`src/rtl/vpu_pkg.sv`:
```
// Shared video-pipeline definitions: sprite attribute layout, screen size,
// colour format and sprite fetcher FSM encodings.
package vpu_pkg;
  localparam int X_LSB    = 0;
  localparam int X_W      = 10;
  localparam int Y_LSB    = 10;
  localparam int Y_W      = 9;
  localparam int TILE_LSB = 19;
  localparam int EN_BIT   = 25;
  localparam int ATTR_W   = 26;

  localparam int SCREEN_W = 640;
  localparam int SCREEN_H = 480;

  localparam int                 COLOR_W     = 9;
  localparam logic [COLOR_W-1:0] TRANSPARENT = 9'h1FF;

  localparam logic [2:0] ST_IDLE  = 3'd0;
  localparam logic [2:0] ST_SCAN  = 3'd1;
  localparam logic [2:0] ST_READ  = 3'd2;
  localparam logic [2:0] ST_CHECK = 3'd3;
  localparam logic [2:0] ST_DONE  = 3'd4;
endpackage

```
`src/rtl/sprite_hit_test.sv`:
```
// Combinational test of one pixel against one square sprite; returns hit and
// the in-sprite texel offsets. Off-screen origins clip, never wrap.
module sprite_hit_test
  import vpu_pkg::*;
#(
  parameter int SIZE_LOG2 = 4
) (
  input  logic [X_W-1:0]       px,
  input  logic [Y_W-1:0]       py,
  input  logic [X_W-1:0]       sx,
  input  logic [Y_W-1:0]       sy,
  input  logic                 en,
  output logic                 hit,
  output logic [SIZE_LOG2-1:0] dx,
  output logic [SIZE_LOG2-1:0] dy
);
  localparam logic [X_W-1:0] SIDE_X = X_W'(1 << SIZE_LOG2);
  localparam logic [Y_W-1:0] SIDE_Y = Y_W'(1 << SIZE_LOG2);

  logic [X_W:0] dx_full;
  logic [Y_W:0] dy_full;

  // The extra MSB is the borrow: pixel left of / above the sprite origin.
  assign dx_full = {1'b0, px} - {1'b0, sx};
  assign dy_full = {1'b0, py} - {1'b0, sy};

  assign hit = en & ~dx_full[X_W] & ~dy_full[Y_W]
             & (dx_full[X_W-1:0] < SIDE_X) & (dy_full[Y_W-1:0] < SIDE_Y);
  assign dx  = dx_full[SIZE_LOG2-1:0];
  assign dy  = dy_full[SIZE_LOG2-1:0];
endmodule

```
`src/rtl/sprite_pixel_fetcher.sv`:
```
// Resolves the highest-priority opaque sprite texel under a requested pixel
// by scanning the attribute table and reading the synchronous pattern ROM.
module sprite_pixel_fetcher
  import vpu_pkg::*;
#(
  parameter int                 N_SPRITES   = 8,
  parameter int                 SIZE_LOG2   = 4,
  parameter int                 TILE_W      = 6,
  parameter int                 COLOR_W     = vpu_pkg::COLOR_W,
  parameter logic [COLOR_W-1:0] TRANSPARENT = vpu_pkg::TRANSPARENT,
  localparam int                IDX_W       = $clog2(N_SPRITES),
  localparam int                ROM_AW      = TILE_W + 2 * SIZE_LOG2
) (
  input  logic               clk,
  input  logic               rst_n,
  input  logic               start_fetch,
  input  logic [9:0]         pixel_x,
  input  logic [8:0]         pixel_y,
  input  logic               attr_we,
  input  logic [IDX_W-1:0]   attr_idx,
  input  logic [25:0]        attr_data,
  output logic [ROM_AW-1:0]  rom_addr,
  input  logic [COLOR_W-1:0] rom_data,
  output logic               busy,
  output logic               fetch_done,
  output logic               sprite_hit,
  output logic [COLOR_W-1:0] sprite_pixel
);
  logic [2:0]         state_q, state_d;
  logic [IDX_W-1:0]   idx_q, idx_d;
  logic [X_W-1:0]     px_q, px_d;
  logic [Y_W-1:0]     py_q, py_d;
  logic [ROM_AW-1:0]  rom_addr_q, rom_addr_d;
  logic               hit_q, hit_d;
  logic [COLOR_W-1:0] pix_q, pix_d;
  logic [ATTR_W-1:0]  tbl_q [N_SPRITES];

  logic [ATTR_W-1:0]    cur_attr;
  logic                 cur_hit;
  logic [SIZE_LOG2-1:0] cur_dx, cur_dy;
  logic                 last_idx;

  // Table is read live, so writes landing before an entry is scanned are seen.
  assign cur_attr = tbl_q[idx_q];
  assign last_idx = (idx_q == IDX_W'(N_SPRITES - 1));

  sprite_hit_test #(.SIZE_LOG2(SIZE_LOG2)) u_hit_test (
    .px  (px_q),
    .py  (py_q),
    .sx  (cur_attr[X_LSB +: X_W]),
    .sy  (cur_attr[Y_LSB +: Y_W]),
    .en  (cur_attr[EN_BIT]),
    .hit (cur_hit),
    .dx  (cur_dx),
    .dy  (cur_dy)
  );

  always_comb begin
    state_d    = state_q;
    idx_d      = idx_q;
    px_d       = px_q;
    py_d       = py_q;
    rom_addr_d = rom_addr_q;
    hit_d      = hit_q;
    pix_d      = pix_q;
    case (state_q)
      ST_IDLE: begin
        if (start_fetch) begin
          px_d    = pixel_x;
          py_d    = pixel_y;
          idx_d   = '0;
          state_d = ST_SCAN;
        end
      end
      ST_SCAN: begin
        if (cur_hit) begin
          rom_addr_d = {cur_attr[TILE_LSB +: TILE_W], cur_dy, cur_dx};
          state_d    = ST_READ;
        end else if (last_idx) begin
          hit_d   = 1'b0;
          pix_d   = '0;
          state_d = ST_DONE;
        end else begin
          idx_d = idx_q + IDX_W'(1);
        end
      end
      ST_READ: state_d = ST_CHECK;
      ST_CHECK: begin
        if (rom_data != TRANSPARENT) begin
          hit_d   = 1'b1;
          pix_d   = rom_data;
          state_d = ST_DONE;
        end else if (last_idx) begin
          hit_d   = 1'b0;
          pix_d   = '0;
          state_d = ST_DONE;
        end else begin
          idx_d   = idx_q + IDX_W'(1);
          state_d = ST_SCAN;
        end
      end
      default: state_d = ST_IDLE;
    endcase
  end

  always_ff @(posedge clk or negedge rst_n) begin
    if (!rst_n) begin
      state_q    <= ST_IDLE;
      idx_q      <= '0;
      px_q       <= '0;
      py_q       <= '0;
      rom_addr_q <= '0;
      hit_q      <= 1'b0;
      pix_q      <= '0;
    end else begin
      state_q    <= state_d;
      idx_q      <= idx_d;
      px_q       <= px_d;
      py_q       <= py_d;
      rom_addr_q <= rom_addr_d;
      hit_q      <= hit_d;
      pix_q      <= pix_d;
    end
  end

  always_ff @(posedge clk or negedge rst_n) begin
    if (!rst_n) begin
      for (int i = 0; i < N_SPRITES; i++) tbl_q[i] <= '0;
    end else if (attr_we) begin
      tbl_q[attr_idx] <= attr_data;
    end
  end

  assign rom_addr     = rom_addr_q;
  assign busy         = (state_q != ST_IDLE);
  assign fetch_done   = (state_q == ST_DONE);
  assign sprite_hit   = hit_q;
  assign sprite_pixel = pix_q;
endmodule
```
`config.mk`:
```
export PLATFORM = sky130hd
export DESIGN_NAME = sprite_pixel_fetcher
export DESIGN_NICKNAME = d
export VERILOG_FILES = /design/src/rtl/vpu_pkg.sv /design/src/rtl/sprite_hit_test.sv /design/src/rtl/sprite_pixel_fetcher.sv
export SDC_FILE = /design/constraint.sdc
export NUM_CORES = 1
export LEC_CHECK = 0
export BUFFER_PORTS_ARGS = -buffer_cell sky130_fd_sc_hd__buf_2
export CAP_MARGIN = 30
export CORE_ASPECT_RATIO = 0.5
export CORE_UTILIZATION = 55
export DETAILED_ROUTE_END_ITERATION = 7
export GPL_TIMING_DRIVEN = 0
export PLACE_DENSITY = 0.74
export SLEW_MARGIN = 5
export SYNTH_ARGS = -nofsm -noshare
export SYNTH_HDL_FRONTEND = slang
export SYNTH_SLANG_ARGS = --single-unit
```
`constraint.sdc`:
```
create_clock -name clk -period 13.3 [get_ports clk]
set_clock_uncertainty 0.05 [all_clocks]
set_input_delay 2.66 -clock clk [delete_from_list [all_inputs] [get_ports clk]]
set_output_delay 2.66 -clock clk [all_outputs]
set_load 0.05 [all_outputs]
```
# Word level (Yosys, flattened, before mapping)

Cells that the tools add are included.

Flip-flop bits (word level): 257
Output and inout bits: 26

$add $sub $neg: 3
Order comparisons: 5
Equality and inequality tests: 10
Multiplexer cells: 25
Bitwise operators: 8
Reductions and logical operators: 10

Operators with widths:

| cell                | count |
|---|---|
| $bwmux 208          | 1 |
| $bmux 26 s3         | 1 |
| $demux 26 s3        | 1 |
| $mux 26             | 3 |
| $mux 3              | 9 |
| $mux 9              | 3 |
| $pmux 9 s2          | 1 |
| $pmux 3 s4          | 1 |
| $sub 10x10->11      | 1 |
| $lt 10x5->1 const B | 1 |
| $sub 9x9->10        | 1 |
| $lt 9x5->1 const B  | 1 |
| $ne 9x9->1 const B  | 1 |
| $pmux 3 s3          | 1 |
| $ge 4x4->1 const B  | 2 |
| $not 3->4           | 2 |
| $reduce_and 2->1    | 4 |
| $eq 3x2->1 const B  | 2 |
| $eq 3x3->1 const B  | 2 |
| $ne 2x2->1 const B  | 3 |
| $reduce_bool 3->1   | 2 |
| $and 1x1->1         | 4 |
| $lt 4x1->1 const B  | 1 |
| $reduce_and 4->1    | 1 |
| other kinds (9)     | 12 |

# Logic depth before layout (Yosys ltp)

Gate-level depths: netlist of the first run.

Depth in word-level cells: 12
Gate-level depth with buffers: 18
Gate-level depth less buffers: 13

# By module

A second synthesis of the first run with hierarchy kept.

Cells, all modules: 834
Area total of the unflattened synthesis: 12310.6 um^2

By module, submodules not included:

| module               | times used | cells each | area an instance (um^2) |
|---|---|---|---|
| sprite_pixel_fetcher | 1          | 704        | 11390.9 |
| sprite_hit_test      | 1          | 130        | 919.6 |

# Worst setup path after synthesis of the first run

OpenSTA, ideal clock, no wires.

Kind: input to register
Start point: input port attr_idx[0]
End point: register tbl_q[135] (netlist name)
Setup time: 0.125 ns
Arrival: 4.367 ns
Setup slack: 8.759 ns
Stages on the path: 5
Path through: clkbuf_1 nand2b_1 nor3b_1 clkbuf_1 mux2_2

Cells in the longest elaborated chain, start to end: 6
Elaborated cells on any way between the ends: 7
Classes of those cells: 2 x order compare; 3 x mux; 1 x bitwise; 1 x reduce/logical

RTL lines:

| what                                                           | RTL line                    | source |
|---|---|---|
| from (decl)                                                    | sprite_pixel_fetcher.sv:20  | `input logic [IDX_W-1:0] attr_idx,` |
| $not 3->4 (not written as such) (*)                            | sprite_pixel_fetcher.sv:130 | `tbl_q[attr_idx] <= attr_data;` |
| $ge 4x4->1 (not written as such) or $lt 4x1->1 (tied branches) | sprite_pixel_fetcher.sv:130 |  |
| $logic_and 1x1->1 (not written as such)                        | sprite_pixel_fetcher.sv:130 |  |
| $mux 26 (not written as such)                                  | sprite_pixel_fetcher.sv:130 |  |
| $demux 26 s3 (*)                                               | sprite_pixel_fetcher.sv:130 |  |
| $bwmux 208 (*)                                                 | sprite_pixel_fetcher.sv:130 |  |
| to (signal, indexed assignment)                                | sprite_pixel_fetcher.sv:130 |  |
| to (decl)                                                      | sprite_pixel_fetcher.sv:36  | `logic [ATTR_W-1:0] tbl_q [N_SPRITES];` |

Every way passes the cells marked *; elsewhere a longest branch is shown, timed or not.
A chain may end at the register's enable or synchronous reset.

# Final worst setup path of the first run

Start point: register idx_q[0]
End point: register rom_addr_q[9], in the netlist rom_addr[9]

Cells in the longest elaborated chain, start to end: 11
Elaborated cells on any way between the ends: 15
Classes of those cells: 2 x add/sub; 2 x order compare; 3 x mux; 7 x bitwise; 1 x reduce/logical

RTL lines:

| what                                                   | RTL line                    | source |
|---|---|---|
| from (decl)                                            | sprite_pixel_fetcher.sv:30  | `logic [IDX_W-1:0] idx_q, idx_d;` |
| from (signal assigned)                                 | sprite_pixel_fetcher.sv:117 | `idx_q <= idx_d;` |
| $not 3->4 (not written as such) (*)                    | sprite_pixel_fetcher.sv:44  | `assign cur_attr = tbl_q[idx_q];` |
| $bmux 26 s3 (*)                                        | sprite_pixel_fetcher.sv:44  |  |
| $mux 26 (not written as such) (*) (2 in series)        | sprite_pixel_fetcher.sv:44  |  |
| branches (longest 7 deep; another with $sub 10x10->11) | --                          |  |
| to (signal assigned)                                   | sprite_pixel_fetcher.sv:120 | `rom_addr_q <= rom_addr_d;` |
| to (decl)                                              | sprite_pixel_fetcher.sv:33  | `logic [ROM_AW-1:0] rom_addr_q, rom_addr_d;` |

Mark *: on every way between the ends. The select of a mux whose other input is x is not followed.

==> metrics.csv, run 1 <==
metric,value,unit
CTS sink cnt,257,
"commonest cells after routing, fill and taps aside","dfrtp_1, mux2_2, buf_2",
WL final,27600,um
Multi-input gate area,5650,um2
cell count after synthesis,865,
crit path max fanout,10,
R2R cell count,14,
die span in y,108,um
Post-Synth Simple-Gate Area,4.79,%
WL/cell,21.4,um
Reg-to-Reg Start,idx_q[0]$_DFFE_PN0P_,
Synth Flop Type,dfrtp_1,
Post-Synth Adder-Cell Area,2.45,%
RSZ-0062 raised after global routing,no,
Netlist cell types,59,
hold path start,tbl_q[116]$_DFFE_PN0P_,
largest net degree at the start of global routing,102,
# IOs,87,
Worst Tran Pin Value,0.994,ns
via/cell ratio,5.95,
gr ovfl total,0,
Worst R2R Setup Slack,7.54,ns
pwr dens,225,nW/um2
diode count,0,
relative slew slack,33.8,%
Initial Util,56.5,%
clock group share of total power,20.6,%
"area leader, netlist",dfrtp_1,
synthesized area,12400,um2
Worst setup SP type,flip-flop,
DRC,0,
#FFs+latches synth,257,
TritonCTS Buffers,23,
"CTS clk-pin slew, worst paths",0.07,ns
status,finished clean,
"commonest non-fill, non-tap cell in the layout",dfrtp_1,
Fillers,1633,
sequential share of the synthesized area,52.0,%
met3 usage,3.66,%
routing usage on met1,36.6,%
Final Util,63.9,%
setup_tns,0,ns
Post-synth EDFFs,0,
WP depth,14,
CP max stage cell,clkbuf_1,
H-tree levels,1,
Rows,38,
GR met2 Demand/Resource,39.3,%
DR iter-0 viols,540,
top-area cell type share of the netlist area,52.0,%
CTS root buffer,clkbuf_16,
Die W,214,um
critical path type,flip-flop to flip-flop,
area grow syn2layout,13.1,%
Final Max Tran Viols,0,
Hold EP,tbl_q[116]$_DFFE_PN0P_,
switching power,1160,uW
post-route ant nets,0,
Syn Area/Cell,14.3,um2
Setup Buffers After CTS,0,
Die ar.,23100,um2
P_leak,0.00614,uW
initial antenna violation count,1,
post-synthesis mux area share,33.2,%
setup violators final,0,
first-pass GRT wire length,43900,um
CTS resizes,0,
min-delay worst type,flip-flop to flip-flop,
Max Fclk,174,MHz
crit end category,flip-flop,
Worst Path Required,13.66,ns
CP cell instances,clkbuf_1 > buf_2 > buf_2 > mux4_2 > mux2i_1 > ha_1 > a21oi_1 > nor2b_1 > or4_1 > a221oi_2 > and4_1 > buf_6 > buf_12 > mux2_4,
largest family of logic cells by synthesized area,multiplexers,
via count,7687,
Port Buffers,82,
hpwl dp,19100,um
core area,21900,um2
post-layout min period,5.76,ns
fin nets,1063,
power share of the sequential group,33.7,%
power consumption,3150,uW
WP buf/inv,5,
Post-synth ARST share,100,%
Register Area,6430,um2
Worst path most repeated cell,buf_2,
placed cells,1254,
clock latency on the worst-skew pair,0.53,ns
Worst EP arrival,6.12,ns
period utilization,43.3,%
TritonCTS clock tree,done,
r2r endpoint,rom_addr[9]$_DFFE_PN0P_,
CP max stage delay,0.65,ns
top post-synthesis cells by area,"dfrtp_1, mux2_2, mux4_2",
Synth Area in Compound Gates,4.96,%
Final GP Congestion,0.900,
max cap viols,0,
XOR/XNOR Fraction of Synth Area,0.354,%
Final Hold Viols,0,
Pint,1980,uW
gr usage total,24.6,%
CP top delay family,buffers and inverters,
fin cells,1292,
post-synthesis net count,949,
hold_buf cts,0,
share of post-route cells with drive strength above 1,43.4,%
maximum VDD drop,0.122,mV
clk buf depth,3,
Synth warnings,0,
vias in the first global route,7776,
Comb pwr share,45.7,%
Sw Share,37.0,%
Worst Hold Path Cells,1,
busiest layer in global routing,met2,
first-pass iteration count of the detailed router,4,
[worst max path at each step]
stage	to	startpoint
6_report	rom_addr[9]$_DFFE_PN0P_	idx_q[0]$_DFFE_PN0P_
5_1_grt	rom_addr[8]$_DFFE_PN0P_	idx_q[0]$_DFFE_PN0P_
4_1_cts	rom_addr[8]$_DFFE_PN0P_	idx_q[0]$_DFFE_PN0P_
3_5_place_dp	rom_addr[8]$_DFFE_PN0P_	idx_q[0]$_DFFE_PN0P_
3_3_place_gp	tbl_q[33]$_DFFE_PN0P_	rst_n
2_1_floorplan	tbl_q[135]$_DFFE_PN0P_	attr_idx[0]
[cells in the mapped netlist (4+ instances only)]
master     instances
dfrtp_1          257
mux2_2           233
mux4_2            48
nand2_1           41
clkbuf_1          32
a21oi_1           30
mux2i_1           24
ha_1              21
inv_1             17
nor2_1            17
o21ai_0           16
nor2b_1           11
nand2b_1          10
a22oi_1            8
nand3_1            8
buf_2              7
mux2_4             5
nand4b_1           5
nor3_1             5
o2111ai_1          5
a31oi_1            4
a41oi_1            4
nand4_1            4
[logic make-up (layout without fill, tap and decap cells)]
group,after synthesis,count (layout)
buffers and inverters,63,190
AOI/OAI and AO/OA,89,89
and+or+nand+nor,115,115
muxes,313,313
DFF,257,257
xor gates and xnor gates,5,5
adders and majority gates,23,23
[metrics by stage]
| step | cell area, um2 | worst slack, ns | hold slack (ns) |
|---|---|---|---|
| floorplan | 12400 | 8.76 | 0.421 |
| global placement | 13100 | 5.16 | 0.429 |
| detailed placement | 13200 | 7.53 | 0.438 |
| CTS | 14000 | 7.50 | 0.452 |
| global route | 14000 | 7.21 | 0.460 |
| finish | 14000 | 7.54 | 0.447 |
[per-layer routing]
layer | part of all wire [%] | up-vias | wire length (um)
met4 | 1.2 | 2 | 334
met5 | 0.036 | - | 10
li1 | - | 3453 | -
met3 | 4.4 | 25 | 1220
met2 | 46 | 169 | 12700
met1 | 48 | 4038 | 13300
[area by class of cell]
cell class | count | area share (%)
well taps | 300 | 2.69
clock buffers | 32 | 4.86
flip-flops and latches | 257 | 46.0
inverters | 18 | 0.484
clock inverters | 6 | 0.322
repair buffers | 89 | 3.69
plain buffers | 45 | 1.50
multi-input cells | 545 | 40.4
[flip-flops by register name, summed over array words and instances, names as in the netlist]
signal        flops
tbl_q           208
idx_q             3
sprite_pixel      9
state_q           3
px_q             10
sprite_hit        1
py_q              9
rom_addr         14
[power by group through the flow]
stage / clock network, uW / logic (uW) / registers [uW]
floorplan: 0 / 1070 / 1050
CTS: 662 / 1430 / 1060
global placement: 0 / 1380 / 1060
finish: 649 / 1440 / 1060
detailed placement: 0 / 1420 / 1070
global route: 690 / 1560 / 1080
Power figures use the tool's default switching activity.
==> run 2: changes to the inputs <==
--- a/config.mk
+++ b/config.mk
@@ -11,7 +11,7 @@
 export CORE_UTILIZATION = 55
 export DETAILED_ROUTE_END_ITERATION = 7
 export GPL_TIMING_DRIVEN = 0
-export PLACE_DENSITY = 0.74
+export PLACE_DENSITY = 0.77
 export SLEW_MARGIN = 5
 export SYNTH_ARGS = -nofsm -noshare
 export SYNTH_HDL_FRONTEND = slang
==> constraint.sdc (replaced) <==
create_clock -name clk -period 5 [get_ports clk]
set_clock_uncertainty 0.05 [all_clocks]
set_input_delay 1 -clock clk [delete_from_list [all_inputs] [get_ports clk]]
set_output_delay 1 -clock clk [all_outputs]
set_load 0.05 [all_outputs]
==> run 2 against run 1 <==
- routed wire length grew 1.9%
- sequential power increased to 2.7 times the previous value
- worst setup slack got worse by 7.3 ns
- clock power grew to 2.9 times the previous value
- total power grew to 2.8 times the previous value
- maximum frequency up 21%
- core utilization is 0.85 points higher
- largest cell class unchanged
- highest routed layer is now met4
==> metrics.csv, run 2 (synthesis gave the netlist of run 1 again) <==
metric,value,unit
first-pass GRT wire length,44300,um
WP buf/inv,5,
largest net degree at the start of global routing,117,
Die ar.,23100,um2
power share of the sequential group,32.4,%
crit path max fanout,10,
RSZ-0062 raised after global routing,no,
"CTS clk-pin slew, worst paths",0.07,ns
Worst Tran Pin Value,0.857,ns
CP max stage cell,or4_1,
max reg flops,208,
post-layout min period,4.77,ns
Final Hold Viols,0,
area grow syn2layout,14.6,%
maximum VDD drop,0.328,mV
"commonest non-fill, non-tap cell in the layout",dfrtp_1,
CP max stage delay,0.55,ns
CP cell instances,clkbuf_4 > buf_6 > buf_6 > mux4_2 > mux2i_2 > ha_1 > a21oi_1 > nor2b_1 > or4_1 > a221oi_4 > and4_1 > buf_6 > buf_12 > mux2_4,
gr ovfl total,0,
Die W,214,um
hpwl dp,19300,um
DRC,0,
Met1 Routed Length,13300,um
first-pass iteration count of the detailed router,5,
initial antenna violation count,1,
Final GP Congestion,0.902,
Worst EP arrival,5.13,ns
WL/cell,21.6,um
crit end category,flip-flop,
share of post-route cells with drive strength above 1,44.2,%
Rows,38,
setup_tns,0,ns
via/cell ratio,5.97,
pwr dens,616,nW/um2
max cap viols,0,
fin nets,1067,
wire length on met2,13200,um
Worst path most repeated cell,buf_6,
"commonest cells after routing, fill and taps aside","dfrtp_1, mux2_2, buf_2",
met3 WL,1180,um
Pint,5530,uW
clock latency on the worst-skew pair,0.53,ns
period utilization,95.4,%
setup violators final,0,
CP top delay family,multiplexers,
status,finished clean,
WL final,28100,um
relative slew slack,42.9,%
P_leak,0.00622,uW
post-route ant nets,0,
vias in the first global route,7861,
min-delay worst type,input port to asynchronous set/reset pin,
die span in y,108,um
DR iter-0 viols,606,
switching power,3190,uW
Comb pwr share,45.7,%
clk buf depth,3,
Final Max Tran Viols,0,
power consumption,8720,uW
via count,7778,
clock group share of total power,21.9,%
Sw Share,36.6,%
Fillers,1624,
top routing layer used,met4,
H-tree levels,1,
TritonCTS Buffers,24,
Hold WS,0.343,ns
Port Buffers,82,
Max Fclk,210,MHz
Worst setup SP type,flip-flop,
# IOs,87,
gr usage total,24.8,%
core area,21900,um2
CTS root buffer,clkbuf_16,
Worst Path Required,5.36,ns
CTS sink cnt,257,
Biggest register,tbl_q,
critical path type,flip-flop to flip-flop,
Initial Util,56.5,%
TritonCTS clock tree,done,
==> run 2: cell count changes in the layout (fill, tap and decap cells not counted), moves of 3 or more <==
cell	previous run	this run
buf_2	90	87
mux2i_1	24	20
clkbuf_2	0	3
bufinv_16	0	3
mux2i_2	0	4
clkbuf_8	7	4
buf_6	2	6
==> run 2: timing repair <==
action	in CTS	in global routing
pin swaps	0	1
setup endpoints to repair	30	27
gates resized for setup	12	11
buffers inserted	0	2
hold buffers	0	0
==> run 2: path summary, 6_finish.rpt <==
| kind | depth (start not counted) | endpoint | from | slack, ns |
|---|---|---|---|---|
| max reg2reg | 14 | rom_addr[12]$_DFFE_PN0P_ | idx_q[0]$_DFFE_PN0P_ | 0.23 |
| max | 14 | rom_addr[12]$_DFFE_PN0P_ | idx_q[0]$_DFFE_PN0P_ | 0.23 |
| max in group asynchronous | 3 | tbl_q[65]$_DFFE_PN0P_ | rst_n | 3.24 |
| min reg2reg | 1 | tbl_q[175]$_DFFE_PN0P_ | tbl_q[175]$_DFFE_PN0P_ | 0.45 |
| min in group clk | 1 | tbl_q[175]$_DFFE_PN0P_ | tbl_q[175]$_DFFE_PN0P_ | 0.45 |
| min | 1 | sprite_pixel[3]$_DFFE_PN0P_ | rst_n | 0.34 |
==> run 2: layer usage <==
layer | track usage, % | up-vias
li1 | - | 3476
met1 | 36.0 | 4089
met2 | 39.6 | 175
met3 | 4.53 | 38
met4 | 4.88 | 0
met5 | 0 | -
==> run 2: stage by stage <==
step | instance area [um2] | util, % | cells | setup slack, ns
floorplan | 12400 | - | 865 | 0.546
global placement | 13100 | 60.1 | 1247 | -1.42
detailed placement | 13200 | 60.5 | 1253 | -0.778
CTS | 14100 | 64.4 | 1296 | 0.0146
global route | 14200 | 64.7 | 1300 | 0.0614
finish | 14200 | 64.7 | 1302 | 0.232
==> run 2: power groups by stage <==
| stage | Clock, uW | Combinational, uW | Sequential [uW] |
|---|---|---|---|
| CTS | 1940 | 3840 | 2820 |
| finish | 1910 | 3980 | 2830 |
| global route | 2020 | 4310 | 2880 |
| floorplan | 0 | 2840 | 2790 |
| detailed placement | 0 | 3790 | 2860 |
| global placement | 0 | 3660 | 2820 |
==> run 2: layout make-up <==
class                      instances  area, um2  area share, %
sequential                       257       6430           45.4
multi-input combinational        545       5680           40.1
clock buffer                      37        711           5.02
timing repair buffer              92        543           3.83
tap                              300        375           2.65
buffer                            45        245           1.73
clock inverter                     6        105          0.742
inverter                          18       67.6          0.477
antenna                            2       5.00         0.0353
